**config.mk**
```make
export PLATFORM = sky130hd
export DESIGN_NAME = cordic_vector_iter
export DESIGN_NICKNAME = d
export VERILOG_FILES = /design/src/rtl/cordic_pkg.sv /design/src/rtl/cordic_vector_iter_gain_comp.sv /design/src/rtl/cordic_vector_iter.sv
export SDC_FILE = /design/constraint.sdc
export NUM_CORES = 1
export LEC_CHECK = 0
export BUFFER_PORTS_ARGS = -buffer_cell sky130_fd_sc_hd__clkbuf_2
export CAP_MARGIN = 0
export CORE_MARGIN = 2
export CORE_UTILIZATION = 35
export DETAILED_ROUTE_END_ITERATION = 6
export PLACE_DENSITY = 0.48
export SLEW_MARGIN = 0
export SYNTH_ARGS = -nofsm -noshare
export SYNTH_HDL_FRONTEND = slang
export SYNTH_SLANG_ARGS = --single-unit
```
**constraint.sdc**
```tcl
create_clock -name clk -period 15.05 [get_ports clk]
set_input_delay 2.2575 -clock clk [delete_from_list [all_inputs] [get_ports clk]]
set_output_delay 2.2575 -clock clk [all_outputs]
set_load 0.05 [all_outputs]
```
**src/rtl/cordic_pkg.sv**
```systemverilog
`default_nettype none
// ============================================================================
// Module      : cordic_pkg
// Description : Shared types, widths and helpers for the iterative CORDIC
//               vectoring block (state enum, port widths, gain-compensation
//               shift amounts, angle wrap helper).
// Revision    : 1.0 - initial release
// ============================================================================
package cordic_pkg;

  typedef enum logic [1:0] {
    IDLE = 2'd0,
    ITER = 2'd1,
    COMP = 2'd2,
    DONE = 2'd3
  } state_t;

  localparam int K_W   = 5;
  localparam int LUT_W = 10;

  // 1/1.6468 ~= 2^-1 + 2^-3 - 2^-6 - 2^-9
  localparam int GC_SH_A = 1;
  localparam int GC_SH_B = 3;
  localparam int GC_SH_C = 6;
  localparam int GC_SH_D = 9;

  localparam logic signed [LUT_W-1:0] DEG_90  = 10'sd90;
  localparam logic signed [LUT_W-1:0] DEG_180 = 10'sd180;
  localparam logic signed [LUT_W-1:0] DEG_360 = 10'sd360;

  // Fold an accumulated angle back into -180..180 degrees.
  function automatic logic signed [LUT_W-1:0] wrap_deg(input logic signed [LUT_W-1:0] d);
    logic signed [LUT_W-1:0] r;
    r = d;
    if (d > DEG_180)
      r = d - DEG_360;
    else if (d < -DEG_180)
      r = d + DEG_360;
    return r;
  endfunction

endpackage
`default_nettype wire

```
**src/rtl/cordic_vector_iter_gain_comp.sv**
```systemverilog
`default_nettype none
// ============================================================================
// Module      : cordic_gain_comp
// Description : Shift-add multiply of the raw CORDIC magnitude by ~0.6073 to
//               remove the accumulated rotation gain. Only instantiated when
//               CORDIC_GAIN_COMP_EN is defined.
// Revision    : 1.0 - initial release
// ============================================================================
module cordic_gain_comp
  import cordic_pkg::*;
#(
  parameter int XW = 18
) (
  input  logic [XW-1:0] i_x,
  output logic [XW-1:0] o_mag
);

  // Magnitude is always non-negative, so logical shifts are exact here and
  // the positive terms always dominate the subtracted ones.
  assign o_mag = (i_x >> GC_SH_A) + (i_x >> GC_SH_B)
               - (i_x >> GC_SH_C) - (i_x >> GC_SH_D);

endmodule
`default_nettype wire

```
**src/rtl/cordic_vector_iter.sv**
```systemverilog
`default_nettype none
// ============================================================================
// Module      : cordic_vector_iter
// Description : Iterative CORDIC in vectoring mode. Accepts a signed (x,y)
//               vector, performs one micro-rotation per clock using an
//               external arctangent table addressed by k, and returns the
//               angle in whole degrees and the magnitude.
//               Optional macro CORDIC_GAIN_COMP_EN adds a COMP cycle that
//               scales the magnitude by ~0.6073.
// Revision    : 1.0 - initial release
// ============================================================================
module cordic_vector_iter
  import cordic_pkg::*;
#(
  parameter int ITERATIONS = 20,
  parameter int DW         = 16
) (
  input  logic                    clk,
  input  logic                    rst_n,
  input  logic                    in_valid,
  output logic                    in_ready,
  input  logic signed [DW-1:0]    x_in,
  input  logic signed [DW-1:0]    y_in,
  output logic [K_W-1:0]          k,
  input  logic [LUT_W-1:0]        lut_k,
  output logic                    out_valid,
  input  logic                    out_ready,
  output logic signed [LUT_W-1:0] angle_out,
  output logic [DW+1:0]           mag_out
);

  // Two guard bits: negating -2^(DW-1) and the ~1.65 gain both fit.
  localparam int XW = DW + 2;

  state_t                  r_state;
  logic signed [XW-1:0]    r_x;
  logic signed [XW-1:0]    r_y;
  logic signed [LUT_W-1:0] r_z;
  logic                    r_zero;
  logic [K_W-1:0]          r_k;
  logic                    r_in_ready;
  logic                    r_out_valid;
  logic signed [LUT_W-1:0] r_angle;
  logic [XW-1:0]           r_mag;

  logic signed [XW-1:0]    w_x_ext;
  logic signed [XW-1:0]    w_y_ext;
  logic signed [XW-1:0]    w_x_pre;
  logic signed [XW-1:0]    w_y_pre;
  logic signed [LUT_W-1:0] w_z_pre;
  logic signed [XW-1:0]    w_x_nxt;
  logic signed [XW-1:0]    w_y_nxt;
  logic signed [LUT_W-1:0] w_z_nxt;
  logic signed [LUT_W-1:0] w_lut;
  logic                    w_last;

  assign w_x_ext = {{2{x_in[DW-1]}}, x_in};
  assign w_y_ext = {{2{y_in[DW-1]}}, y_in};
  assign w_lut   = signed'(lut_k);
  assign w_last  = (r_k == K_W'(ITERATIONS - 1));

  assign in_ready  = r_in_ready;
  assign k         = r_k;
  assign out_valid = r_out_valid;
  assign angle_out = r_angle;
  assign mag_out   = r_mag;

`ifdef CORDIC_GAIN_COMP_EN
  logic [XW-1:0] w_mag_comp;

  cordic_gain_comp #(
    .XW (XW)
  ) u_gain_comp (
    .i_x   ($unsigned(r_x)),
    .o_mag (w_mag_comp)
  );
`endif

  // Rotate left-half-plane inputs by +/-90 degrees into the convergence range.
  always_comb begin
    w_x_pre = w_x_ext;
    w_y_pre = w_y_ext;
    w_z_pre = '0;
    if (x_in[DW-1]) begin
      if (!y_in[DW-1]) begin
        w_x_pre = w_y_ext;
        w_y_pre = -w_x_ext;
        w_z_pre = DEG_90;
      end else begin
        w_x_pre = -w_y_ext;
        w_y_pre = w_x_ext;
        w_z_pre = -DEG_90;
      end
    end
  end

  // One micro-rotation driving y toward zero, using pre-update x and y.
  always_comb begin
    if (!r_y[XW-1]) begin
      w_x_nxt = r_x + (r_y >>> r_k);
      w_y_nxt = r_y - (r_x >>> r_k);
      w_z_nxt = r_z + w_lut;
    end else begin
      w_x_nxt = r_x - (r_y >>> r_k);
      w_y_nxt = r_y + (r_x >>> r_k);
      w_z_nxt = r_z - w_lut;
    end
  end

  // Control FSM with registered handshake and result outputs.
  always_ff @(posedge clk) begin
    if (!rst_n) begin
      r_state     <= IDLE;
      r_x         <= '0;
      r_y         <= '0;
      r_z         <= '0;
      r_zero      <= 1'b0;
      r_k         <= '0;
      r_in_ready  <= 1'b1;
      r_out_valid <= 1'b0;
      r_angle     <= '0;
      r_mag       <= '0;
    end else begin
      case (r_state)
        IDLE: begin
          if (in_valid && r_in_ready) begin
            r_x        <= w_x_pre;
            r_y        <= w_y_pre;
            r_z        <= w_z_pre;
            // A zero vector has no direction; force its angle to 0.
            r_zero     <= (x_in == '0) && (y_in == '0);
            r_k        <= '0;
            r_in_ready <= 1'b0;
            r_state    <= ITER;
          end
        end
        ITER: begin
          r_x <= w_x_nxt;
          r_y <= w_y_nxt;
          r_z <= w_z_nxt;
          if (w_last) begin
            r_k <= '0;
`ifdef CORDIC_GAIN_COMP_EN
            r_state <= COMP;
`else
            r_state     <= DONE;
            r_out_valid <= 1'b1;
            r_angle     <= r_zero ? '0 : wrap_deg(w_z_nxt);
            r_mag       <= $unsigned(w_x_nxt);
`endif
          end else begin
            r_k <= r_k + K_W'(1);
          end
        end
`ifdef CORDIC_GAIN_COMP_EN
        COMP: begin
          r_state     <= DONE;
          r_out_valid <= 1'b1;
          r_angle     <= r_zero ? '0 : wrap_deg(r_z);
          r_mag       <= w_mag_comp;
        end
`endif
        DONE: begin
          if (out_ready) begin
            r_out_valid <= 1'b0;
            r_in_ready  <= 1'b1;
            r_state     <= IDLE;
          end
        end
        default: begin
          r_state <= IDLE;
        end
      endcase
    end
  end

endmodule
`default_nettype wire
```
Word level (Yosys, flattened, before mapping)
Index checks and enable logic that the tools add are counted.
- register bits after elaboration: 84
- output and inout bits: 35
- word-level logic and storage cells: 76
- add/subtract/negate cells: 11
- magnitude comparators: 2
- eq/ne operators: 6
- shift operators: 2
- muxes and demuxes: 31
- reductions and logical operators: 14
- operators by type and width (cell ; count):
    2-to-1 mux 18 bit ; 8
    case mux 18 bit (2 select lines) ; 2
    2-to-1 mux 10 bit ; 7
    adder 18 bit ; 2
    negator 16 -> 18 bit ; 2
    >>> shifter 18 x 5 -> 18 bit ; 2
    subtractor 18 bit ; 2
    zero test 16 bit ; 2
    case mux 10 bit (2 select lines) ; 1
    adder 10 bit ; 1
    adder 10 bit (second input constant) ; 1
    > comparator 10 x 9 -> 1 bit (second input constant) ; 1
    < comparator 10 x 9 -> 1 bit (second input constant) ; 1
    2-to-1 mux 5 bit ; 2
    case mux 5 bit (2 select lines) ; 1
    subtractor 10 bit ; 1
    subtractor 10 bit (second input constant) ; 1
    AND reduction 3 bit ; 3
    2-to-1 mux 2 bit ; 3
    inequality test 2 bit (second input constant) ; 3
    case mux 2 bit (3 select lines) ; 1
    AND reduction 2 bit ; 3
    nonzero test 2 bit ; 3
    adder 5 x 1 -> 5 bit (second input constant) ; 1
    7 further kinds ; 12

Longest topological paths before layout
- depth after elaboration: 6
- mapped depth: 24
- mapped depth without buffers: 20

Worst setup path before layout
OpenSTA, ideal clock, no wires.
- path kind: input port to flip-flop
- start point: input port lut_k[0]
- end point: register r_angle[7] (netlist: angle_out[7])
- setup time: 0.127 ns
- arrival: 5.082 ns
- required time: 14.923 ns
- setup slack: 9.840 ns
- stages: 13
- cells stage by stage: inv_1 ha_1 mux2_2 inv_1 ha_1 nor2b_1 o2111a_1 o41a_1 o21ai_0 o211ai_1 a21oi_1 a221o_1 o211ai_1
- longest elaborated chain between the ends: 6
- elaborated cells on any way between the ends: 10
- classes of those cells: 4 x add/sub; 2 x order compare; 4 x mux
- ends and longest elaborated chain (item ; RTL line ; text):
    start: declaration ; cordic_vector_iter.sv:25 ; input logic [LUT_W-1:0] lut_k,
    adder 10 bit / subtractor 10 bit (equally long branches) ; cordic_vector_iter.sv:102, cordic_vector_iter.sv:106 ;
    2-to-1 mux 10 bit (*) ; cordic_vector_iter.sv:99 ; if (!r_y[XW-1]) begin
    adder 10 bit / < comparator 10 x 9 -> 1 bit (equally long branches) ; cordic_pkg.sv:38, cordic_pkg.sv:37 ;
    2-to-1 mux 10 bit ; cordic_pkg.sv:37 ; else if (d < -DEG_180)
    2-to-1 mux 10 bit (*) ; cordic_pkg.sv:35 ; if (d > DEG_180)
    2-to-1 mux 10 bit (*) ; cordic_vector_iter.sv:148 ; r_angle <= r_zero ? '0 : wrap_deg(w_z_nxt);
    end signal: assignment ; cordic_vector_iter.sv:148 ;
    end: declaration ; cordic_vector_iter.sv:43 ; logic signed [LUT_W-1:0] r_angle;
Every way passes the cells marked *; elsewhere a longest branch is shown, timed or not.
A chain may end at the register's enable or synchronous reset.

Worst setup path in the final report
- start point: register r_k[0] (netlist: k[0])
- end point: register r_mag[15] (netlist: mag_out[15])
- longest elaborated chain between the ends: 3
- elaborated cells on any way between the ends: 6
- classes of those cells: 2 x add/sub; 1 x eq/ne; 1 x shift; 1 x mux; 1 x reduce/logical
- ends and longest elaborated chain (item ; RTL line ; text):
    start: declaration ; cordic_vector_iter.sv:40 ; logic [K_W-1:0] r_k;
    start signal: assignment ; cordic_vector_iter.sv:152 ; r_k <= r_k + K_W'(1);
    >>> shifter 18 x 5 -> 18 bit ; cordic_vector_iter.sv:100, cordic_vector_iter.sv:104 ;
    adder 18 bit / subtractor 18 bit (equally long branches) ; cordic_vector_iter.sv:100, cordic_vector_iter.sv:104 ;
    2-to-1 mux 18 bit ; cordic_vector_iter.sv:99 ;
    end signal: assignment ; cordic_vector_iter.sv:149 ; r_mag <= $unsigned(w_x_nxt);
    end: declaration ; cordic_vector_iter.sv:44 ; logic [XW-1:0] r_mag;
Parallel ways exist; a longest one is shown, timed or not.

==> metrics.cfg <==
[critical_path]
worstSetupPathType=register to register
critPathMaxFanout=65
end_kind=register
arrival_ns=5.86
rr_worst_depth=20
start_kind=register
required_ns=15.25

[timing]
clock-skew-final_ns=0.01404
grt_setup_unrepaired=no
finalCriticalPeriod_ns=5.660
period_share=0.3761
relSlewSlack=0.2754
worst_pin_slew_ns=1.087
hold_viol=0
clock.fmax_ghz=0.1767
slew_viol_final=0
finalSetupViolCount=0
setup_ws_ns=9.390
final.setup.tns_ns=0
hold_slack_ns=0.4586

[floorplanning]
die_area_um2=29620
die_w_um=172.1
coreArea_um2=27780
io_pins=81
initial_utilization=0.3561
die_y_um=172.1
rows=61

[clock_tree]
path_clk_slew_ns=0.07
htree_levels=3
cts_hold_buf=0
cts_buffers=9
cts_tree=yes
clock_sinks=84
insertion_delay_ns=0.35
cts_buffer_depth=2
cts_resized=0
cts_setup_buffers=0
clockRootBuffer=clkbuf_16

[detailed_routing]
drc=0
drtIter0Drc=940
routed_wl_um=35160
wl_per_cell_um=20.67
vias_per_cell=5.952
vias=10130
detail-route-antenna-nets=0
drt-pass1-iter-count=5

[placement]
hpwl_um=26280
portBuffers=80
pre_cts_ws_ns=9.279
placed_area_um2=10510
place_congestion=0.8854

[synthesis]
ys.flop_type=dfxtp_1
synth.area.mux_share=0.1219
ys_seq_area_frac=0.1700
synth_top_family_by_area=compound AO/OA/AOI/OAI gates
ys_top_cells_by_area=dfxtp_1 (17%), ha_1 (6.6%), a21oi_1 (5.6%)
synthSimpleGateAreaFrac=0.2254
synthAdderAreaFrac=0.07184
netlist_instances=1299
synth_nets=1400
synth_top_area_cell=dfxtp_1
synth-seq-cells=84
async_flop_share=0
synth_top_area_frac=0.1700
synth_compound_area_frac=0.2804
synth_cell_types=88
avgSynthCellArea_um2=7.615
synth-edff-count=0
synth_xor_area_frac=0.07311
netlist_area_um2=9892
ys.warnings.count=0

[final_layout]
antenna_cells=0
finalCoreUtilization=0.3891
nets=1419
layout_common_cells=nor2_1 (136), nand2_1 (118), a21oi_1 (110), dfxtp_1 (81), clkbuf_2 (80)
multiInputGateArea_um2=7654
design_area_um2=10810
area_growth_pct=9.271
final_common_cell=nor2_1
drive_gt1_frac=0.1353
fillCellCount=2970
seqCellArea_um2=1685

[power]
p_sw_frac=0.5097
p_clk_frac=0.138
p_sw_w=0.0008678
p_leak_nw=4.234
power_frac_seq=0.191
internal_power_w=0.0008348
p_comb_frac=0.671
power_density_nw_per_um2=157.5
vdd_drop_max_v=0.00007232

[grt]
grt_pass1_vias=9378
grt_start_max_net_pins=67
antenna_found_initial=0
grt_pass1_wl_um=55040
grt.total_usage=0.2405
grt_remaining_overflow=0

[flow_run]
cap_violations=0

[worst_hold_path]
hold_depth=2
hold_path_class=register to register

[status]
status=finished, final reports clean

-- power by group through the flow --
stage               Clock [W]  Sequential, W  Combinational, W
floorplan                   0       0.000288          0.000874
global placement            0       0.000328           0.00113
detailed placement          0       0.000327           0.00112
CTS                  0.000242       0.000322           0.00113
global route         0.000250       0.000329           0.00127
finish               0.000235       0.000325           0.00114
-- path summary, 6_finish.rpt --
kind                             startpoint           to  slack (ns)
worst max-delay path                   k[0]  mag_out[15]        9.39
worst min-delay path            mag_out[14]  mag_out[14]        0.46
worst max register to register         k[0]  mag_out[15]        9.39
worst min register to register  mag_out[14]  mag_out[14]        0.46
-- layer usage --
metal,part of all wire,up-vias,track usage,wire length [µm]
met3,0.062,26,0.03250,2181
met1,0.47,4859,0.3482,16670
met2,0.45,319,0.3787,15790
met5,0,-,0,0
li1,-,4921,-,-
met4,0.015,0,0.05407,514
-- cell families after synthesis --
family	after synthesis
compound gates	402
xor+xnor	81
fa+ha+maj	55
buf+inv	132
flops	84
mux	82
simple gates	463
-- sequential cells by signal (all words and copies together) (netlist names) --
register   cells
in_ready       1
r_state        2
k              5
r_y           18
r_z           10
out_valid      1
mag_out       18
angle_out     10
r_zero         1
r_x           18
-- critical path, cell delays in order (launching register included) --
cell	delay, ns
dfxtp_2	0.31
buf_4	0.63
mux4_2	0.63
a222oi_1	0.37
o21a_1	0.27
ha_1	0.19
inv_1	0.08
a2111oi_4	0.29
nand2_1	0.20
nor2_1	0.26
mux2_2	0.37
o32ai_1	0.13
ha_1	0.32
a21o_1	0.22
nor2_1	0.18
nand2_1	0.10
o21a_1	0.13
o211a_1	0.14
or4_1	0.49
nand3_1	0.11
a21oi_1	0.06
-- layout make-up --
type	instances	area share
timing repair buffer	99	0.05024
clock inverter	6	0.006598
tap	378	0.04376
multi-input combinational	1083	0.7081
inverter	41	0.01424
clock buffer	10	0.02118
sequential	84	0.1559
-- synthesized netlist by cell type, types with 8 or more instances --
| cell type | number |
|---|---|
| a211oi_1 | 73 |
| a21o_1 | 17 |
| a21oi_1 | 110 |
| a31oi_1 | 24 |
| and2_1 | 14 |
| and3_1 | 8 |
| buf_1 | 9 |
| buf_2 | 11 |
| clkbuf_1 | 62 |
| dfxtp_1 | 84 |
| ha_1 | 52 |
| inv_1 | 40 |
| mux2_2 | 13 |
| mux2i_1 | 41 |
| mux4_2 | 20 |
| nand2_1 | 118 |
| nand2b_1 | 15 |
| nand3_1 | 37 |
| nand4_1 | 11 |
| nor2_1 | 136 |
| nor2b_1 | 11 |
| nor3_1 | 47 |
| nor4_1 | 11 |
| o211ai_1 | 19 |
| o21a_1 | 10 |
| o21ai_0 | 29 |
| o22ai_1 | 11 |
| o31a_1 | 8 |
| o31ai_1 | 14 |
| or2_2 | 10 |
| or3_1 | 15 |
| xnor2_1 | 41 |
| xor2_1 | 39 |
-- stage by stage --
step / power, W / cells
detailed placement: 0.001451 / 1685
floorplan: 0.001161 / 1299
global placement: 0.001458 / 1685
global route: 0.001843 / 1701
finish: 0.001703 / 1701
CTS: 0.001697 / 1701
Note: power is estimated with default switching activity, not from simulation.
